[src/rtl/knn_local_buf_pkg.sv]
// knn_local_buf_pkg
// Shared types and constants for the kNN local-buffer arbiter.
//   gnt_e      : per-cycle grant decision (none / write side / read side)
//   STAT_WIDTH : width of the optional statistics counters
//   cnt_width  : bit width needed to hold an occupancy count 0..depth
package knn_local_buf_pkg;

    typedef enum logic [1:0] {
        GNT_NONE = 2'd0,
        GNT_WR   = 2'd1,
        GNT_RD   = 2'd2
    } gnt_e;

    localparam int STAT_WIDTH = 32;

    // Occupancy counters must be able to represent "completely full".
    function automatic int cnt_width(input int depth);
        return $clog2(depth) + 1;
    endfunction

endpackage

[src/rtl/knn_local_buf_arbiter_if.sv]
// knn_local_buf_arbiter_if
// Requester-side bundle of the local-buffer arbiter.
//   wr_*  : write request channel (point loader), valid/ready
//   rd_*  : read request channel (distance compute), valid/ready
//   rsp_* : read response stream back to the compute side, valid/ready
// master = requesters, slave = arbiter.
interface knn_local_buf_arbiter_if #(
    parameter int DATA_WIDTH = 256,
    parameter int ADDR_WIDTH = 11
);
    logic                  wr_valid;
    logic                  wr_ready;
    logic [ADDR_WIDTH-1:0] wr_addr;
    logic [DATA_WIDTH-1:0] wr_data;
    logic                  rd_valid;
    logic                  rd_ready;
    logic [ADDR_WIDTH-1:0] rd_addr;
    logic                  rsp_valid;
    logic                  rsp_ready;
    logic [DATA_WIDTH-1:0] rsp_data;

    modport master (
        output wr_valid, wr_addr, wr_data, rd_valid, rd_addr, rsp_ready,
        input  wr_ready, rd_ready, rsp_valid, rsp_data
    );

    modport slave (
        input  wr_valid, wr_addr, wr_data, rd_valid, rd_addr, rsp_ready,
        output wr_ready, rd_ready, rsp_valid, rsp_data
    );
endinterface

[src/rtl/knn_rsp_fifo.sv]
// knn_rsp_fifo
// Small synchronous FIFO holding read responses until the consumer takes them.
//   clk, reset : clock, synchronous active-low reset (empties the FIFO)
//   push, push_data : enqueue (ignored when full; the caller's credit scheme avoids that)
//   pop, pop_data   : dequeue; pop_data is the registered head entry
//   empty, count    : occupancy status
// DEPTH must be a power of two so the pointers wrap naturally.
module knn_rsp_fifo
    import knn_local_buf_pkg::*;
#(
    parameter int DATA_WIDTH = 256,
    parameter int DEPTH      = 4
) (
    input  logic                        clk,
    input  logic                        reset,
    input  logic                        push,
    input  logic [DATA_WIDTH-1:0]       push_data,
    input  logic                        pop,
    output logic [DATA_WIDTH-1:0]       pop_data,
    output logic                        empty,
    output logic [cnt_width(DEPTH)-1:0] count
);
    localparam int PTR_W = $clog2(DEPTH);
    localparam int CNT_W = cnt_width(DEPTH);

    logic [DATA_WIDTH-1:0] store_r [DEPTH];
    logic [PTR_W-1:0]      wptr_r;
    logic [PTR_W-1:0]      rptr_r;
    logic [CNT_W-1:0]      count_r;
    logic                  do_push_s;
    logic                  do_pop_s;

    // Qualify push/pop against the current occupancy.
    always_comb begin
        do_push_s = push && (count_r != CNT_W'(DEPTH));
        do_pop_s  = pop && (count_r != '0);
    end

    // Pointer and occupancy bookkeeping.
    always_ff @(posedge clk) begin
        if (!reset) begin
            wptr_r  <= '0;
            rptr_r  <= '0;
            count_r <= '0;
        end else begin
            if (do_push_s) begin
                wptr_r <= wptr_r + PTR_W'(1'b1);
            end
            if (do_pop_s) begin
                rptr_r <= rptr_r + PTR_W'(1'b1);
            end
            case ({do_push_s, do_pop_s})
                2'b10:   count_r <= count_r + CNT_W'(1'b1);
                2'b01:   count_r <= count_r - CNT_W'(1'b1);
                default: count_r <= count_r;
            endcase
        end
    end

    // Data storage; contents need no reset because occupancy gates visibility.
    always_ff @(posedge clk) begin
        if (do_push_s) begin
            store_r[wptr_r] <= push_data;
        end
    end

    assign pop_data = store_r[rptr_r];
    assign empty    = (count_r == '0);
    assign count    = count_r;

endmodule

[src/rtl/knn_local_buf_arbiter.sv]
// knn_local_buf_arbiter
// Shares one single-port local buffer between a write requester and a read
// requester, one access per cycle, round-robin on contention. Read data is
// tracked through the memory latency and returned in order via a response FIFO.
// Ports:
//   clk, reset  : clock, synchronous active-low reset
//   bus (slave) : wr/rd request channels and rsp stream (knn_local_buf_arbiter_if)
//   mem_*       : buffer port 0 (address0, ce0, we0, d0 out; q0 in)
//   stat_*      : write/read/conflict counters, present only with KNN_ARB_STATS_EN
// Optional feature macro: KNN_ARB_STATS_EN.
module knn_local_buf_arbiter
    import knn_local_buf_pkg::*;
#(
    parameter int DATA_WIDTH  = 256,
    parameter int ADDR_WIDTH  = 11,
    parameter int MEM_LATENCY = 2,
    parameter int RSP_DEPTH   = 4
) (
    input  logic                  clk,
    input  logic                  reset,
    knn_local_buf_arbiter_if.slave bus,
    output logic [ADDR_WIDTH-1:0] mem_address0,
    output logic                  mem_ce0,
    output logic                  mem_we0,
    output logic [DATA_WIDTH-1:0] mem_d0,
    input  logic [DATA_WIDTH-1:0] mem_q0
`ifdef KNN_ARB_STATS_EN
    ,
    output logic [STAT_WIDTH-1:0] stat_wr_cnt,
    output logic [STAT_WIDTH-1:0] stat_rd_cnt,
    output logic [STAT_WIDTH-1:0] stat_conflict_cnt
`endif
);
    localparam int CNT_W = cnt_width(RSP_DEPTH);

    gnt_e                   gnt_s;
    gnt_e                   rr_r;
    logic [MEM_LATENCY-1:0] rd_tag_r;
    logic [CNT_W-1:0]       fifo_count_s;
    logic [CNT_W-1:0]       inflight_s;
    logic [CNT_W:0]         credit_used_s;
    logic                   rd_ok_s;
    logic                   push_s;
    logic                   pop_s;
    logic                   fifo_empty_s;
    logic [DATA_WIDTH-1:0]  fifo_head_s;

    // Count reads still travelling through the memory pipeline.
    always_comb begin
        inflight_s = '0;
        for (int i = 0; i < MEM_LATENCY; i++) begin
            inflight_s = inflight_s + CNT_W'(rd_tag_r[i]);
        end
    end

    // A read may only issue if a FIFO slot is reserved for its data; a pop in
    // the same cycle deliberately does not free a credit (keeps the path short).
    always_comb begin
        credit_used_s = {1'b0, fifo_count_s} + {1'b0, inflight_s};
        rd_ok_s       = bus.rd_valid && (credit_used_s < (CNT_W + 1)'(RSP_DEPTH));
    end

    // Round-robin grant: on contention the side not granted last time wins.
    always_comb begin
        gnt_s = GNT_NONE;
        if (!reset) begin
            gnt_s = GNT_NONE;
        end else if (bus.wr_valid && rd_ok_s) begin
            gnt_s = (rr_r == GNT_WR) ? GNT_RD : GNT_WR;
        end else if (bus.wr_valid) begin
            gnt_s = GNT_WR;
        end else if (rd_ok_s) begin
            gnt_s = GNT_RD;
        end else begin
            gnt_s = GNT_NONE;
        end
    end

    // Drive handshakes and the memory port from the grant decision.
    always_comb begin
        bus.wr_ready = 1'b0;
        bus.rd_ready = 1'b0;
        mem_ce0      = 1'b0;
        mem_we0      = 1'b0;
        mem_address0 = '0;
        mem_d0       = '0;
        case (gnt_s)
            GNT_WR: begin
                bus.wr_ready = 1'b1;
                mem_ce0      = 1'b1;
                mem_we0      = 1'b1;
                mem_address0 = bus.wr_addr;
                mem_d0       = bus.wr_data;
            end
            GNT_RD: begin
                bus.rd_ready = 1'b1;
                mem_ce0      = 1'b1;
                mem_address0 = bus.rd_addr;
            end
            default: begin
                bus.wr_ready = 1'b0;
                bus.rd_ready = 1'b0;
            end
        endcase
    end

    // Remember the last granted side; reset to WR so a read wins first.
    always_ff @(posedge clk) begin
        if (!reset) begin
            rr_r <= GNT_WR;
        end else if (gnt_s != GNT_NONE) begin
            rr_r <= gnt_s;
        end else begin
            rr_r <= rr_r;
        end
    end

    // Read-latency tag pipeline; the last stage marks mem_q0 as valid this cycle.
    always_ff @(posedge clk) begin
        if (!reset) begin
            rd_tag_r <= '0;
        end else begin
            rd_tag_r[0] <= (gnt_s == GNT_RD);
            for (int i = 1; i < MEM_LATENCY; i++) begin
                rd_tag_r[i] <= rd_tag_r[i-1];
            end
        end
    end

    assign push_s = rd_tag_r[MEM_LATENCY-1];
    assign pop_s  = bus.rsp_valid && bus.rsp_ready;

    knn_rsp_fifo #(
        .DATA_WIDTH (DATA_WIDTH),
        .DEPTH      (RSP_DEPTH)
    ) u_rsp_fifo (
        .clk       (clk),
        .reset     (reset),
        .push      (push_s),
        .push_data (mem_q0),
        .pop       (pop_s),
        .pop_data  (fifo_head_s),
        .empty     (fifo_empty_s),
        .count     (fifo_count_s)
    );

    assign bus.rsp_valid = reset && !fifo_empty_s;
    assign bus.rsp_data  = fifo_head_s;

`ifdef KNN_ARB_STATS_EN
    logic [STAT_WIDTH-1:0] stat_wr_r;
    logic [STAT_WIDTH-1:0] stat_rd_r;
    logic [STAT_WIDTH-1:0] stat_conflict_r;

    // Saturating access and contention counters.
    always_ff @(posedge clk) begin
        if (!reset) begin
            stat_wr_r       <= '0;
            stat_rd_r       <= '0;
            stat_conflict_r <= '0;
        end else begin
            if ((gnt_s == GNT_WR) && (stat_wr_r != '1)) begin
                stat_wr_r <= stat_wr_r + STAT_WIDTH'(1'b1);
            end
            if ((gnt_s == GNT_RD) && (stat_rd_r != '1)) begin
                stat_rd_r <= stat_rd_r + STAT_WIDTH'(1'b1);
            end
            // Contention counts raw requests, including credit-stalled reads.
            if (bus.wr_valid && bus.rd_valid && (stat_conflict_r != '1)) begin
                stat_conflict_r <= stat_conflict_r + STAT_WIDTH'(1'b1);
            end
        end
    end

    assign stat_wr_cnt       = stat_wr_r;
    assign stat_rd_cnt       = stat_rd_r;
    assign stat_conflict_cnt = stat_conflict_r;
`endif

endmodule
[src/flat_wrapper.sv]
// flat-port wrapper written by rule: the top's interface ports become plain ports
module knn_local_buf_arbiter_flat import knn_local_buf_pkg::*;
#(
    parameter int DATA_WIDTH  = 256,
    parameter int ADDR_WIDTH  = 11,
    parameter int MEM_LATENCY = 2,
    parameter int RSP_DEPTH   = 4
)
  (clk, reset, mem_address0, mem_ce0, mem_we0, mem_d0, mem_q0, bus_wr_valid, bus_wr_addr, bus_wr_data, bus_rd_valid, bus_rd_addr, bus_rsp_ready, bus_wr_ready, bus_rd_ready, bus_rsp_valid, bus_rsp_data);
  knn_local_buf_arbiter_if #(.DATA_WIDTH(DATA_WIDTH), .ADDR_WIDTH(ADDR_WIDTH)) bus_i ();
  input  logic clk;
  input  logic reset;
  output logic [ADDR_WIDTH-1:0] mem_address0;
  output logic mem_ce0;
  output logic mem_we0;
  output logic [DATA_WIDTH-1:0] mem_d0;
  input  logic [DATA_WIDTH-1:0] mem_q0;
  input wire logic [$bits(bus_i.wr_valid)-1:0] bus_wr_valid;
  input wire logic [$bits(bus_i.wr_addr)-1:0] bus_wr_addr;
  input wire logic [$bits(bus_i.wr_data)-1:0] bus_wr_data;
  input wire logic [$bits(bus_i.rd_valid)-1:0] bus_rd_valid;
  input wire logic [$bits(bus_i.rd_addr)-1:0] bus_rd_addr;
  input wire logic [$bits(bus_i.rsp_ready)-1:0] bus_rsp_ready;
  output wire logic [$bits(bus_i.wr_ready)-1:0] bus_wr_ready;
  output wire logic [$bits(bus_i.rd_ready)-1:0] bus_rd_ready;
  output wire logic [$bits(bus_i.rsp_valid)-1:0] bus_rsp_valid;
  output wire logic [$bits(bus_i.rsp_data)-1:0] bus_rsp_data;
  assign bus_i.wr_valid = bus_wr_valid;
  assign bus_i.wr_addr = bus_wr_addr;
  assign bus_i.wr_data = bus_wr_data;
  assign bus_i.rd_valid = bus_rd_valid;
  assign bus_i.rd_addr = bus_rd_addr;
  assign bus_i.rsp_ready = bus_rsp_ready;
  assign bus_wr_ready = bus_i.wr_ready;
  assign bus_rd_ready = bus_i.rd_ready;
  assign bus_rsp_valid = bus_i.rsp_valid;
  assign bus_rsp_data = bus_i.rsp_data;
  knn_local_buf_arbiter #(.DATA_WIDTH(DATA_WIDTH), .ADDR_WIDTH(ADDR_WIDTH), .MEM_LATENCY(MEM_LATENCY), .RSP_DEPTH(RSP_DEPTH)) u_core (.clk(clk), .reset(reset), .bus(bus_i), .mem_address0(mem_address0), .mem_ce0(mem_ce0), .mem_we0(mem_we0), .mem_d0(mem_d0), .mem_q0(mem_q0));
endmodule
[config.mk]
export PLATFORM = sky130hd
export DESIGN_NAME = knn_local_buf_arbiter_flat
export DESIGN_NICKNAME = d
export VERILOG_FILES = /design/src/rtl/knn_local_buf_pkg.sv /design/src/rtl/knn_local_buf_arbiter_if.sv /design/src/rtl/knn_rsp_fifo.sv /design/src/rtl/knn_local_buf_arbiter.sv /design/src/flat_wrapper.sv
export SDC_FILE = /design/constraint.sdc
export NUM_CORES = 1
export LEC_CHECK = 0
export CAP_MARGIN = 20
export CELL_PAD_IN_SITES_DETAIL_PLACEMENT = 0
export CELL_PAD_IN_SITES_GLOBAL_PLACEMENT = 1
export CORE_AREA = 3 3 416 418
export CTS_CLUSTER_SIZE = 14
export DETAILED_ROUTE_END_ITERATION = 10
export DIE_AREA = 0 0 419 421
export GPL_ROUTABILITY_DRIVEN = 1
export PLACE_DENSITY = 0.53
export SETUP_SLACK_MARGIN = 0.5
export SYNTH_ARGS = -nofsm -noshare
export SYNTH_HDL_FRONTEND = slang
export SYNTH_SLANG_ARGS = --single-unit
export TNS_END_PERCENT = 10
[constraint.sdc]
create_clock -name clk -period 9.55 [get_ports clk]
set_clock_uncertainty 0.1 [all_clocks]
set_input_delay 1.4325 -clock clk [delete_from_list [all_inputs] [get_ports clk]]
set_output_delay 1.4325 -clock clk [all_outputs]
set_load 0.005 [all_outputs]
Yosys cells after proc, flatten, opt, wreduce, memory -nomap -nowiden
Memories as Yosys holds them, arrays and structs flattened. A register that Yosys moved wholly into a read port is not among the register bits.
Cells that the tools add are included.

storage, ports and cells
  flip-flop bits (word level) = 11
  memories kept = 1
  bits in latches = 0
  memory bits (writable) = 1024
  bits in read-only memories = 0
  output and inout bits = 528

operators by class
  shift operators = 0
  mux-type cells = 15
  equal/unequal tests = 6
  bitwise gates (word level) = 0
  add/subtract/negate cells = 6
  multipliers = 0
  div/mod/pow operators = 0
  magnitude comparators = 1
  reductions and logical operators = 12

memory list
  name                       depth  bits a word  rd ports  clocked after Yosys merged registers in  wr ports  line                source
  u_core.u_rsp_fifo.store_r  4      256          1         1                                        1         knn_rsp_fifo.sv:26  logic [DATA_WIDTH-1:0] store_r [DEPTH];

operators by type and width
  operator               count
  $mux W256              1
  $pmux W11 S2           1
  $mux W2                7
  $eq A2 B1 Y1 const B   3
  $logic_and A1 B1 Y1    6
  $pmux W3 S2            1
  $mux W1                5
  $add A2 B1 Y2 const B  2
  $add A3 B3 Y4          1
  $eq A2 B2 Y1 const B   2
  $lt A4 B3 Y1 const B   1
  $reduce_bool A2 Y1     2
  $add A3 B1 Y3 const B  1
  $logic_not A3 Y1       1
  $ne A3 B3 Y1 const B   1
  $reduce_bool A3 Y1     1
  $sub A3 B1 Y3 const B  1
  $add A1 B1 Y2          1
  $reduce_or A2 Y1       1
  $logic_not A1 Y1       1

Logic depth before layout (Yosys ltp)
Gate-level depths: netlist of run 1.

  depth in word-level cells = 11
  gate-level depth with buffers = 10
  depth with buffers taken out = 9

Hierarchy
Synthesis of run 1 repeated with hierarchy kept, for this count alone.

unflattened totals
  cell total of the unflattened synthesis = 1729
  area total of the unflattened synthesis = 39833.2 um2

modules (own cells, without submodules)
  module                 cells an instance  area an instance (um2)  instances
  knn_rsp_fifo           1390               37661.1                 1
  knn_local_buf_arbiter  339                2172.1                  1

Worst setup path after synthesis of run 1
OpenSTA, ideal clock, no wires.

  path kind = reg2reg
  start point = register u_core.u_rsp_fifo.count_r[0] (netlist: u_core.u_rsp_fifo.count[0])
  end point = memory u_core.u_rsp_fifo.store_r[0][0] (enable)
  slack = 2.045 ns
  period minus slack after synthesis = 7.505 ns
  stages on the path, launching flop included = 4
  setup time = 0.649 ns
  data required time = 8.801 ns
  data arrival time = 6.755 ns
  cell sequence = dfxtp_1 -> inv_1 -> a31oi_1 -> and2_1

on the way
  longest elaborated chain between the ends = 4

RTL lines
  what                           line                source
  start: declaration             knn_rsp_fifo.sv:29  logic [CNT_W-1:0] count_r;
  start signal: assignment       knn_rsp_fifo.sv:53  2'b10: count_r <= count_r + CNT_W'(1'b1);
  start signal: assignment       knn_rsp_fifo.sv:54  2'b01: count_r <= count_r - CNT_W'(1'b1);
  start signal: assignment       knn_rsp_fifo.sv:55  default: count_r <= count_r;
  $ne A3 B3 Y1                   knn_rsp_fifo.sv:35  do_push_s = push && (count_r != CNT_W'(DEPTH));
  $logic_and A1 B1 Y1            knn_rsp_fifo.sv:35
  $mux W1                        knn_rsp_fifo.sv:62  if (do_push_s) begin
  $mux W1 (not written as such)  knn_rsp_fifo.sv:63  store_r[wptr_r] <= push_data;
  end: declaration               knn_rsp_fifo.sv:26

Every way passes these cells.

Final worst setup path of run 1
  start point = input port reset
  end point = output port mem_d0[133]

on the way
  longest elaborated chain between the ends = 3

RTL lines
  what                 line                         source
  start: declaration   flat_wrapper.sv:12           input logic reset;
  $mux W2              knn_local_buf_arbiter.sv:66  if (!reset) begin
  via u_core.gnt_s[0]  knn_local_buf_arbiter.sv:36  gnt_e gnt_s;
  $eq A2 B1 Y1         knn_local_buf_arbiter.sv:87  case (gnt_s)
  $mux W256            knn_local_buf_arbiter.sv:87
  end: declaration     flat_wrapper.sv:16           output logic [DATA_WIDTH-1:0] mem_d0;

The timed path passes the listed nets, and every way through them passes these cells.

==> key figures, run 1 <==
Worst hold path
  – Hold Path Cell Cnt: 1
  – Hold Crit Class: reg2reg

Synthesis
  – Register area share after synthesis: 0.779
  – Top FF cell, synth: edfxtp_1
  – Syn_nets: 2277
  – Async set or reset register ratio after synthesis: 0
  – Synthesized flop and latch total: 1037
  – Syn avg cell area: 23.0 um^2
  – Synth Cell Area: 39800 um^2
  – Syn. warnings: 0
  – Mapped Cells: 1727
  – Number of library cell types mapped by synthesis: 33
  – Post-synth EDFFs: 1024

Global route
  – GR Util All Layers: 0.178
  – Vias in the first global route: 23325
  – Largest net degree at the start of global routing: 129
  – Grt ovf: 0
  – First-pass GRT wire length: 213000 um
  – Antenna violations before repair: 83

Critical path
  – CP required: 8.02 ns
  – Worst Setup Path Type: in2out
  – R2R cell count: 5
  – Critical path arrival: 4.88 ns
  – Crit end category: primary output
  – Max Fanout on Critical Path: 113
  – Critical path startpoint category: input pin

Power and ir drop
  – Power per cell area: 177 nW/um^2
  – Worst vdd ir: 0.000144 V
  – Leak: 17.5 nW

Cells and area
  – Nets: 3384
  – Layout cell share with drive strength beyond 1: 0.148
  – Fin util: 0.333
  – Area grow syn2layout: 41.7%
  – Filler instances: 16210
  – Design Area, Final: 56400 um^2

Placed design
  – Post-DP HPWL: 120000 um
  – PortBufs: 1066
  – Placed cell areas: 52700 um^2
  – Final Wtd Congestion: 0.922

Clock network
  – Clock Tree Root: clkbuf_16
  – # Post-CTS Setup Buffers: 0
  – CTS tree: yes
  – Max clock buf depth: 3
  – Sinks on Clock Net: 1037
  – Clock transition at the registers of the reported paths: 0.06 ns
  – CTS resizes: 0
  – CTS HTree Levels: 3
  – Skew-Pair Late Insertion Delay: 0.73 ns
  – Num CTS Buffers: 113
  – Post-CTS Hold Buffers: 0

Drt
  – 1st-iter DRT viols: 1512
  – Via count: 21958
  – Avg WL per Cell: 31.0 um
  – DR pass1 iterations: 5
  – Routed vias/inst: 4.24
  – DRC: 0
  – Post-route ant nets: 0
  – WL final: 160000 um

STA
  – Pins Over Slew Limit: 0
  – Rel. slew slack: 0.175
  – TNS Setup: 0 ns
  – Tcrit/Tclk final: 0.672
  – Worst-margin pin slew: 1.24 ns
  – Achievable Freq: 156 MHz
  – Post-layout min period: 6.41 ns
  – Unrepaired setup endpoints after global routing: false
  – Finish-stage setup viols: 0
  – Final Hold Viols: 0

Die
  – Die ar.: 176000 um^2
  – Die Wd: 419 um
  – DIE HEIGHT: 421 um
  – Io pins: 1067
  – Initial cell density of the core: 0.235
  – Core ar.: 169000 um^2
  – Row count: 151

Job
  – MaxCap Viol Count: 0

Status
  – Status: finished clean
-- report_power, final --
| group | internal, W | switching [W] |
|---|---|---|
| Sequential | 0.00503 | 0.00000762 |
| Combinational | 0.000432 | 0.000324 |
| Clock | 0.00238 | 0.00181 |
-- state kept, by name (all words and copies together), names as in the netlist, named ones only --
register                   cells
u_core.u_rsp_fifo.wptr_r       2
u_core.rd_tag_r                2
u_core.u_rsp_fifo.count        3
u_core.u_rsp_fifo.store_r   1024
u_core.u_rsp_fifo.rptr_r       2
u_core.rr_r                    2
-- layout by cell type (no fill, tap or decap), types with 2 or more instances in the layout --
cell type,n
clkinvlp_4,3
bufinv_16,7
clkbuf_1,29
nand2_1,10
mux4_2,256
buf_4,8
dfxtp_1,11
clkdlybuf4s50_1,1066
nand3_1,3
inv_16,2
a22oi_1,11
and2_4,4
clkinv_1,28
ha_1,9
clkbuf_16,113
mux2i_1,5
buf_12,10
and2_1,260
o21ai_0,2
edfxtp_1,1024
nor2b_1,12
clkinv_2,17
clkinv_16,5
diode_2,31
dfxtp_4,2
and3_1,4
inv_1,8
-- Yosys cell counts (2+ instances only) --
| library cell | instances | area [um^2] |
|---|---|---|
| edfxtp_1 | 1024 | 30700 |
| and2_1 | 264 | 1650 |
| mux4_2 | 256 | 5770 |
| clkbuf_1 | 33 | 124 |
| buf_2 | 28 | 140 |
| buf_12 | 22 | 440 |
| dfxtp_1 | 13 | 260 |
| nor2b_1 | 12 | 75.1 |
| a22oi_1 | 11 | 82.6 |
| ha_1 | 10 | 125 |
| nand2_1 | 10 | 37.5 |
| inv_1 | 8 | 30.0 |
| buf_8 | 5 | 75.1 |
| mux2i_1 | 5 | 50.1 |
| and3_1 | 4 | 25.0 |
| nand3_1 | 3 | 15.0 |
| buf_4 | 2 | 15.0 |
| o21ai_0 | 2 | 10.0 |
-- layout make-up --
| class | instances | area [um^2] | area share |
|---|---|---|---|
| Clock buffer | 142 | 2940 | 0.0521 |
| Antenna cell | 31 | 77.6 | 0.00138 |
| Multi-Input combinational cell | 590 | 7970 | 0.141 |
| Tap cell | 2218 | 2780 | 0.0492 |
| Timing Repair Buffer | 1084 | 10900 | 0.194 |
| Inverter | 8 | 30.0 | 0.000533 |
| Clock inverter | 65 | 642 | 0.0114 |
| Sequential cell | 1037 | 31000 | 0.550 |
-- logic make-up (layout without fill, tap and decap cells) --
logic type	Yosys count	count (layout)	synth area share
buffers and inverters	100	1299	0.0211
other	0	31	0
DFF	1037	1037	0.779
AOI/OAI and AO/OA	19	19	0.00362
and+or+nand+nor	297	297	0.0459
xor gates and xnor gates	2	2	0.000440
muxes	261	261	0.146
adders and majority gates	11	11	0.00365
-- critical path, cell delays in order --
cell	delay (ns)
clkdlybuf4s50_1	0.90
and3_1	0.33
ha_4	0.37
buf_4	0.78
and2_1	0.24
clkdlybuf4s50_1	0.72
-- path summary, 6_finish.rpt --
path	slack (ns)	to	startpoint
max	3.14	mem_d0[133]	reset
min	0.35	register	u_core.u_rsp_fifo.rptr_r[1]$_SDFFE_PN0P_
max reg2reg	5.68	u_core.u_rsp_fifo.store_r[1][243]$_DFFE_PP_	u_core.u_rsp_fifo.count[0]$_SDFFE_PN0P_
min reg2reg	0.35	register	u_core.u_rsp_fifo.rptr_r[1]$_SDFFE_PN0P_
-- layer usage --
metal / global-route usage / wire [um] / vias up / share of wire
li1: - / - / 9340 / -
met1: 0.166 / 50400 / 11375 / 0.31
met3: 0.0515 / 10600 / 317 / 0.066
met2: 0.346 / 90200 / 876 / 0.56
met5: 0 / 329 / - / 0.0021
met4: 0.0866 / 8710 / 50 / 0.054
-- stage by stage --
stage | setup WS [ns] | hold WS [ns] | cells | power, W
floorplan | 2.05 | 0.327 | 1727 | 0.00534
global placement | 3.15 | 0.335 | 4937 | 0.00590
detailed placement | 3.15 | 0.342 | 4937 | 0.00590
CTS | 3.14 | 0.352 | 5144 | 0.0102
global route | 2.92 | 0.412 | 5168 | 0.0104
finish | 3.14 | 0.346 | 5175 | 0.00998
Note: power is estimated with default switching activity, not from simulation.
==> run 2: changes to the inputs <==
Clock period 9.55 ns to 6.2 ns, I/O delays scaled along.
==> run 2 against run 1 <==
Effect of this change:
- flip-flop and latch count unchanged
- count of clock-buffer cells in the layout increased by 3
- utilization increased by 0.093 points
- critical endpoint is now mem_address0[7]
==> key figures, run 2 (synthesized netlist as in run 1, its figures left out) <==
Clock network
  – Clock Tree Root: clkbuf_16
  – CTS resizes: 0 (unchanged)
  – Post-CTS Hold Buffers: 0 (unchanged)
  – CTS tree: yes
  – CTS HTree Levels: 3 (unchanged)
  – Skew-Pair Late Insertion Delay: 0.70 ns (-0.03 ns)
  – Sinks on Clock Net: 1037 (unchanged)
  – # Post-CTS Setup Buffers: 0 (unchanged)
  – Num CTS Buffers: 113 (unchanged)
  – Clock transition at the registers of the reported paths: 0.05 ns (about the same)
  – Max clock buf depth: 3 (unchanged)

Placed design
  – Post-DP HPWL: 126000 um (+4.6%)
  – Final Wtd Congestion: 0.948 (+2.7%)
  – PortBufs: 1066 (unchanged)

Critical path
  – Slowest stage cell, crit path: ha_1
  – Critical path startpoint category: register
  – Crit path cell chain: ha_1 -> ha_1 -> nand3_1 -> and3_1 -> and3_1 -> ha_1 -> a22oi_1 -> nor2b_1 -> clkdlybuf4s50_1
  – Most common cell on crit path: ha_1
  – CP required: 5.17 ns (-2.85 ns)
  – Worst Setup Path Type: reg2out
  – Critical Path Max Stage Delay: 0.64 ns (-0.26 ns)
  – Crit end category: primary output
  – Max Fanout on Critical Path: 13 (-88%)
  – Critical path arrival: 3.67 ns (-1.21 ns)

STA
  – Tcrit/Tclk final: 0.758
  – Finish-stage setup viols: 0 (unchanged)
  – Final Hold Viols: 0 (unchanged)
  – Hold WS: 0.346 ns (-0.000230 ns)
  – Pins Over Slew Limit: 0 (unchanged)
  – Unrepaired setup endpoints after global routing: false
  – Achievable Freq: 213 MHz
  – Post-layout min period: 4.70 ns
  – Worst-margin pin slew: 0.981 ns (-0.257 ns)
  – Rel. slew slack: 0.346 (+0.171)

Global route
  – Vias in the first global route: 23451 (+0.54%)
  – Antenna violations before repair: 81 (-2.4%)
  – First-pass GRT wire length: 217000 um (+1.9%)
  – Largest net degree at the start of global routing: 144 (+12%)
  – GR Util All Layers: 0.182 (+0.00420)
  – Grt ovf: 0 (unchanged)

Cells and area
  – Flip-flop and latch area: 31000 um^2 (unchanged)
  – Number of flip-flops under the largest register name: 1024 (unchanged)
  – Most common library cell in the layout ignoring fill and taps: clkdlybuf4s50_1
  – Largest Register: u_core.u_rsp_fifo.store_r
  – Area of the multi-input gates: 7970 um^2 (unchanged)
  – Area grow syn2layout: 42.1%
  – Fin util: 0.334 (+0.000930)
  – Layout cell share with drive strength beyond 1: 0.152 (+0.00474)
  – Filler instances: 16156 (-0.33%)
  – Most frequent cells in the layout: clkdlybuf4s50_1 (1066), edfxtp_1 (1024), and2_1 (260)
  – Nets: 3395 (+0.33%)

Drt
  – DR pass1 iterations: 5 (unchanged)
  – DRC: 0 (unchanged)
  – Via count: 22171 (+0.97%)
  – Avg WL per Cell: 31.5 um (+1.8%)
  – Routed vias/inst: 4.25 (+0.27%)
  – WL final: 164000 um (+2.5%)
  – Post-route ant nets: 0 (unchanged)
  – 1st-iter DRT viols: 1446 (-4.4%)

Die
  – Initial cell density of the core: 0.235 (unchanged)
  – Io pins: 1067 (unchanged)
  – Row count: 151 (unchanged)
  – Core ar.: 169000 um^2 (unchanged)
  – Die ar.: 176000 um^2 (unchanged)
  – DIE HEIGHT: 421 um (unchanged)
  – Die Wd: 419 um (unchanged)

Power and ir drop
  – Leak: 17.6 nW (+0.37%)
  – Power Total: 0.0153 W (+53%)
  – Worst vdd ir: 0.000202 V (+40%)
  – Power per cell area: 271 nW/um^2 (+53%)

Status
  – Status: finished clean

Job
  – MaxCap Viol Count: 0 (unchanged)

Worst hold path
  – Hold Crit Class: reg2reg
==> run 2: cell count changes in the layout (fill, tap and decap cells not counted), moves of 2 or more <==
| cell | change |
|---|---|
| buf_12 | +5 |
| buf_4 | +6 |
| bufinv_16 | -3 |
| clkinv_1 | -3 |
| clkinv_2 | +4 |
| diode_2 | +22 |
| inv_6 | +2 |
==> run 2: per-stage QoR <==
stage / instances / worst slack, ns / setup TNS (ns) / area [um^2]
final: 5211 / 1.50 / 0 / 56500
after global routing: 5203 / 1.23 / 0 / 56500
after CTS: 5158 / 1.34 / 0 / 56400
after detailed placement: 4948 / 1.54 / 0 / 52900
after global placement: 4948 / 1.55 / 0 / 52900
after floorplan: 1727 / -1.30 / -1001.74 / 39800
==> run 2: final cells by class <==
| type | instances | area share |
|---|---|---|
| antenna | 53 | 0.00235 |
| clock buffer | 145 | 0.0527 |
| tap | 2218 | 0.0491 |
| timing repair buffer | 1095 | 0.196 |
| sequential | 1037 | 0.549 |
| inverter | 8 | 0.000531 |
| clock inverter | 65 | 0.00985 |
| multi-input combinational | 590 | 0.141 |
==> run 2: power breakdown <==
part	internal, W	switching [W]	total, W
clock	0.00358	0.00279	0.00637
sequential	0.00774	0.0000160	0.00776
combinational	0.000671	0.000515	0.00119
total	0.0120	0.00332	0.0153
==> run 2: path summary, 6_finish.rpt <==
path	cells after the start	to	slack (ns)	startpoint
worst max-delay path	9	mem_address0[7]	1.50	u_core.rd_tag_r[1]$_SDFF_PN0_
worst min-delay path	1	register	0.35	u_core.u_rsp_fifo.rptr_r[1]$_SDFFE_PN0P_
worst max register to register	4	u_core.u_rsp_fifo.store_r[3][98]$_DFFE_PP_	3.07	u_core.u_rsp_fifo.count[0]$_SDFFE_PN0P_
worst min register to register	1	register	0.35	u_core.u_rsp_fifo.rptr_r[1]$_SDFFE_PN0P_
==> run 2: routing by layer <==
layer,up-vias,GRT usage,wire length (um)
met5,-,0,305
met4,44,0.0968,7850
met3,314,0.0509,10500
met2,866,0.356,95000
met1,11567,0.166,50600
li1,9380,-,-
==> run 2: worst max-delay path: cells and delay by family (launching register included) <==
| family | cells | cell delay [ns] |
|---|---|---|
| buffers and inverters | 1 | 0.55 |
| and+or+nand+nor | 4 | 0.78 |
| AOI/OAI and AO/OA | 1 | 0.22 |
| adders and majority gates | 3 | 1.11 |
| DFF | 1 | 0.31 |
==> run 3: changes to the inputs <==
Settings changed: CORE_AREA 3 3 416 418 to 3 3 420 422, DIE_AREA 0 0 419 421 to 0 0 423 425, PLACE_DENSITY 0.53 to 0.54.
Clock period 6.2 ns to 4.2 ns, I/O delays scaled along.
==> run 3 against run 2 <==
Effect of this change:
- final cell count up 3.2%
- clock power up 47%
- count of clock-buffer cells in the layout down 9
- sequential power up 47%
- total power up 48%
- flip-flop and latch count unchanged
- combinational power up 56%
- global-route usage down 2.2 points
- final area up 2.7%
- largest power group unchanged
==> key figures, run 3 (synthesized netlist as in run 1, its figures left out) <==
Cells and area
  – Fin util: 0.335 (+0.00133)
  – Nets: 3495 (+2.9%)
  – Layout cell share with drive strength beyond 1: 0.212 (+0.0597)
  – Design Area, Final: 58100 um^2 (+2.7%)
  – Filler instances: 16695 (+3.3%)
  – Most frequent cells in the layout: edfxtp_1 (1024), clkdlybuf4s50_1 (952), mux4_2 (256)
  – Number of flip-flops under the largest register name: 1024 (unchanged)
  – Largest Register: u_core.u_rsp_fifo.store_r
  – Area grow syn2layout: 46.0%
  – Most common library cell in the layout ignoring fill and taps: edfxtp_1

Drt
  – Post-route ant nets: 0 (unchanged)
  – Routed vias/inst: 4.09 (-3.8%)
  – 1st-iter DRT viols: 1305 (-9.8%)
  – DR pass1 iterations: 5 (unchanged)
  – WL final: 150000 um (-8.8%)
  – DRC: 0 (unchanged)
  – Avg WL per Cell: 27.9 um (-12%)
  – Via count: 22007 (-0.74%)

Placed design
  – PortBufs: 1066 (unchanged)
  – Final Wtd Congestion: 0.894 (-5.7%)
  – Post-DP HPWL: 111000 um (-12%)
  – Placed cell areas: 53500 um^2 (+1.3%)

Power and ir drop
  – Worst vdd ir: 0.000357 V (+77%)
  – Leak: 19.2 nW (+9.2%)
  – Power per cell area: 390 nW/um^2 (+44%)

Die
  – Initial cell density of the core: 0.229 (-0.00537)
  – Die ar.: 180000 um^2 (+1.9%)
  – Row count: 153 (+1.3%)
  – Die Wd: 423 um (+0.95%)
  – Io pins: 1067 (unchanged)
  – Core ar.: 173000 um^2 (+2.3%)
  – DIE HEIGHT: 425 um (+0.95%)

Critical path
  – Crit end category: register
  – Slowest stage cell, crit path: dfxtp_4
  – Most common cell on crit path: buf_4
  – Critical path startpoint category: register
  – Worst Setup Path Type: reg2reg
  – CP Buf/Inv Count: 23 (+22)
  – CP delay by family, top: buffers and inverters
  – Critical path arrival: 4.57 ns (+0.90 ns)
  – Worst R2R Setup Slack: 0.14 ns (-2.93 ns)
  – CP required: 4.71 ns (-0.46 ns)
  – Critical Path Max Stage Delay: 0.35 ns (-0.29 ns)
  – Max Fanout on Critical Path: 2 (-11)

Clock network
  – Clock Tree Root: clkbuf_16
  – Max clock buf depth: 3 (unchanged)
  – Clock transition at the registers of the reported paths: 0.06 ns (about the same)
  – Skew-Pair Late Insertion Delay: 0.72 ns (+0.02 ns)
  – Sinks on Clock Net: 1037 (unchanged)
  – CTS HTree Levels: 3 (unchanged)
  – Num CTS Buffers: 111 (-1.8%)
  – CTS tree: yes

STA
  – Unrepaired setup endpoints after global routing: true
  – Hold WS: 0.356 ns (+0.00952 ns)
  – Worst-margin pin slew: 1.00 ns (+0.0207 ns)
  – Achievable Freq: 246 MHz
  – Tcrit/Tclk final: 0.966
  – Pins Over Slew Limit: 0 (unchanged)
  – Post-layout min period: 4.06 ns
  – Final Hold Viols: 0 (unchanged)
  – Finish-stage setup viols: 0 (unchanged)
  – Rel. slew slack: 0.332 (-0.0138)

Worst hold path
  – Hold Crit Class: reg2reg

Job
  – MaxCap Viol Count: 0 (unchanged)

Global route
  – Grt ovf: 0 (unchanged)
  – Antenna violations before repair: 39 (-52%)
  – First-pass GRT wire length: 200000 um (-7.6%)
  – Met2 Usage GRT: 0.319 (-0.0366)
  – Vias in the first global route: 23786 (+1.4%)
  – Global routing's busiest layer: met2
  – Largest net degree at the start of global routing: 117 (-19%)
  – M1 GR Usage: 0.153 (-0.0134)
  – GR Util All Layers: 0.160 (-0.0217)
  – Met3 Resource Use GR: 0.0450 (-0.00594)

Status
  – Status: finished clean
[run 3: worst paths after layout]
| path | from | endpoint | cells past startpoint |
|---|---|---|---|
| max | u_core.rd_tag_r[0]$_SDFF_PN0_ | u_core.rr_r[0]$_SDFFE_PN1P_ | 28 |
| min | u_core.u_rsp_fifo.rptr_r[1]$_SDFFE_PN0P_ | register | 1 |
| max reg2reg | u_core.rd_tag_r[0]$_SDFF_PN0_ | u_core.rr_r[0]$_SDFFE_PN1P_ | 28 |
| min reg2reg | u_core.u_rsp_fifo.rptr_r[1]$_SDFFE_PN0P_ | register | 1 |
[run 3: layer usage]
layer | share of wire | wire length (um)
met5 | 0.00035 | 52
met4 | 0.041 | 6170
met3 | 0.063 | 9500
met2 | 0.57 | 85700
met1 | 0.32 | 48400
[run 3: repair_timing]
| item | in CTS | in global routing |
|---|---|---|
| gates resized for setup | 321 | 60 |
| setup endpoints to repair | 495 | 483 |
| endpoints found under the hold margin | 0 | 0 |
| hold buffers | 0 | 0 |
| setup buffers | 38 | 6 |
| pin swaps | 8 | 4 |
| cloned | 7 | 7 |
[run 3: metrics by stage]
stage          cells  worst slack (ns)  power [W]  TNS (ns)
3_5_place_dp    5099             0.331     0.0134         0
2_1_floorplan   1727            -0.463     0.0121   -473.78
5_1_grt         5371            0.0778     0.0235         0
4_1_cts         5348             0.120     0.0230         0
3_3_place_gp    5099             0.297     0.0134         0
6_report        5378             0.141     0.0227         0
[run 3: final cells by class]
cell class / instances / area, um^2 / share of cell area
flip-flops and latches: 1037 / 31000 / 0.534
repair buffers: 1197 / 12400 / 0.213
multi-input cells: 590 / 8180 / 0.141
well taps: 2325 / 2910 / 0.0501
clock buffers: 136 / 2870 / 0.0494
clock inverters: 68 / 639 / 0.0110
diodes: 17 / 42.5 / 0.000732
inverters: 8 / 30.0 / 0.000517
[run 3: power by group]
group          total, W  internal (W)  switching, W
Combinational   0.00186       0.00111      0.000754
Clock           0.00935       0.00526       0.00409
Sequential       0.0114        0.0114     0.0000181
Total            0.0227        0.0178       0.00486
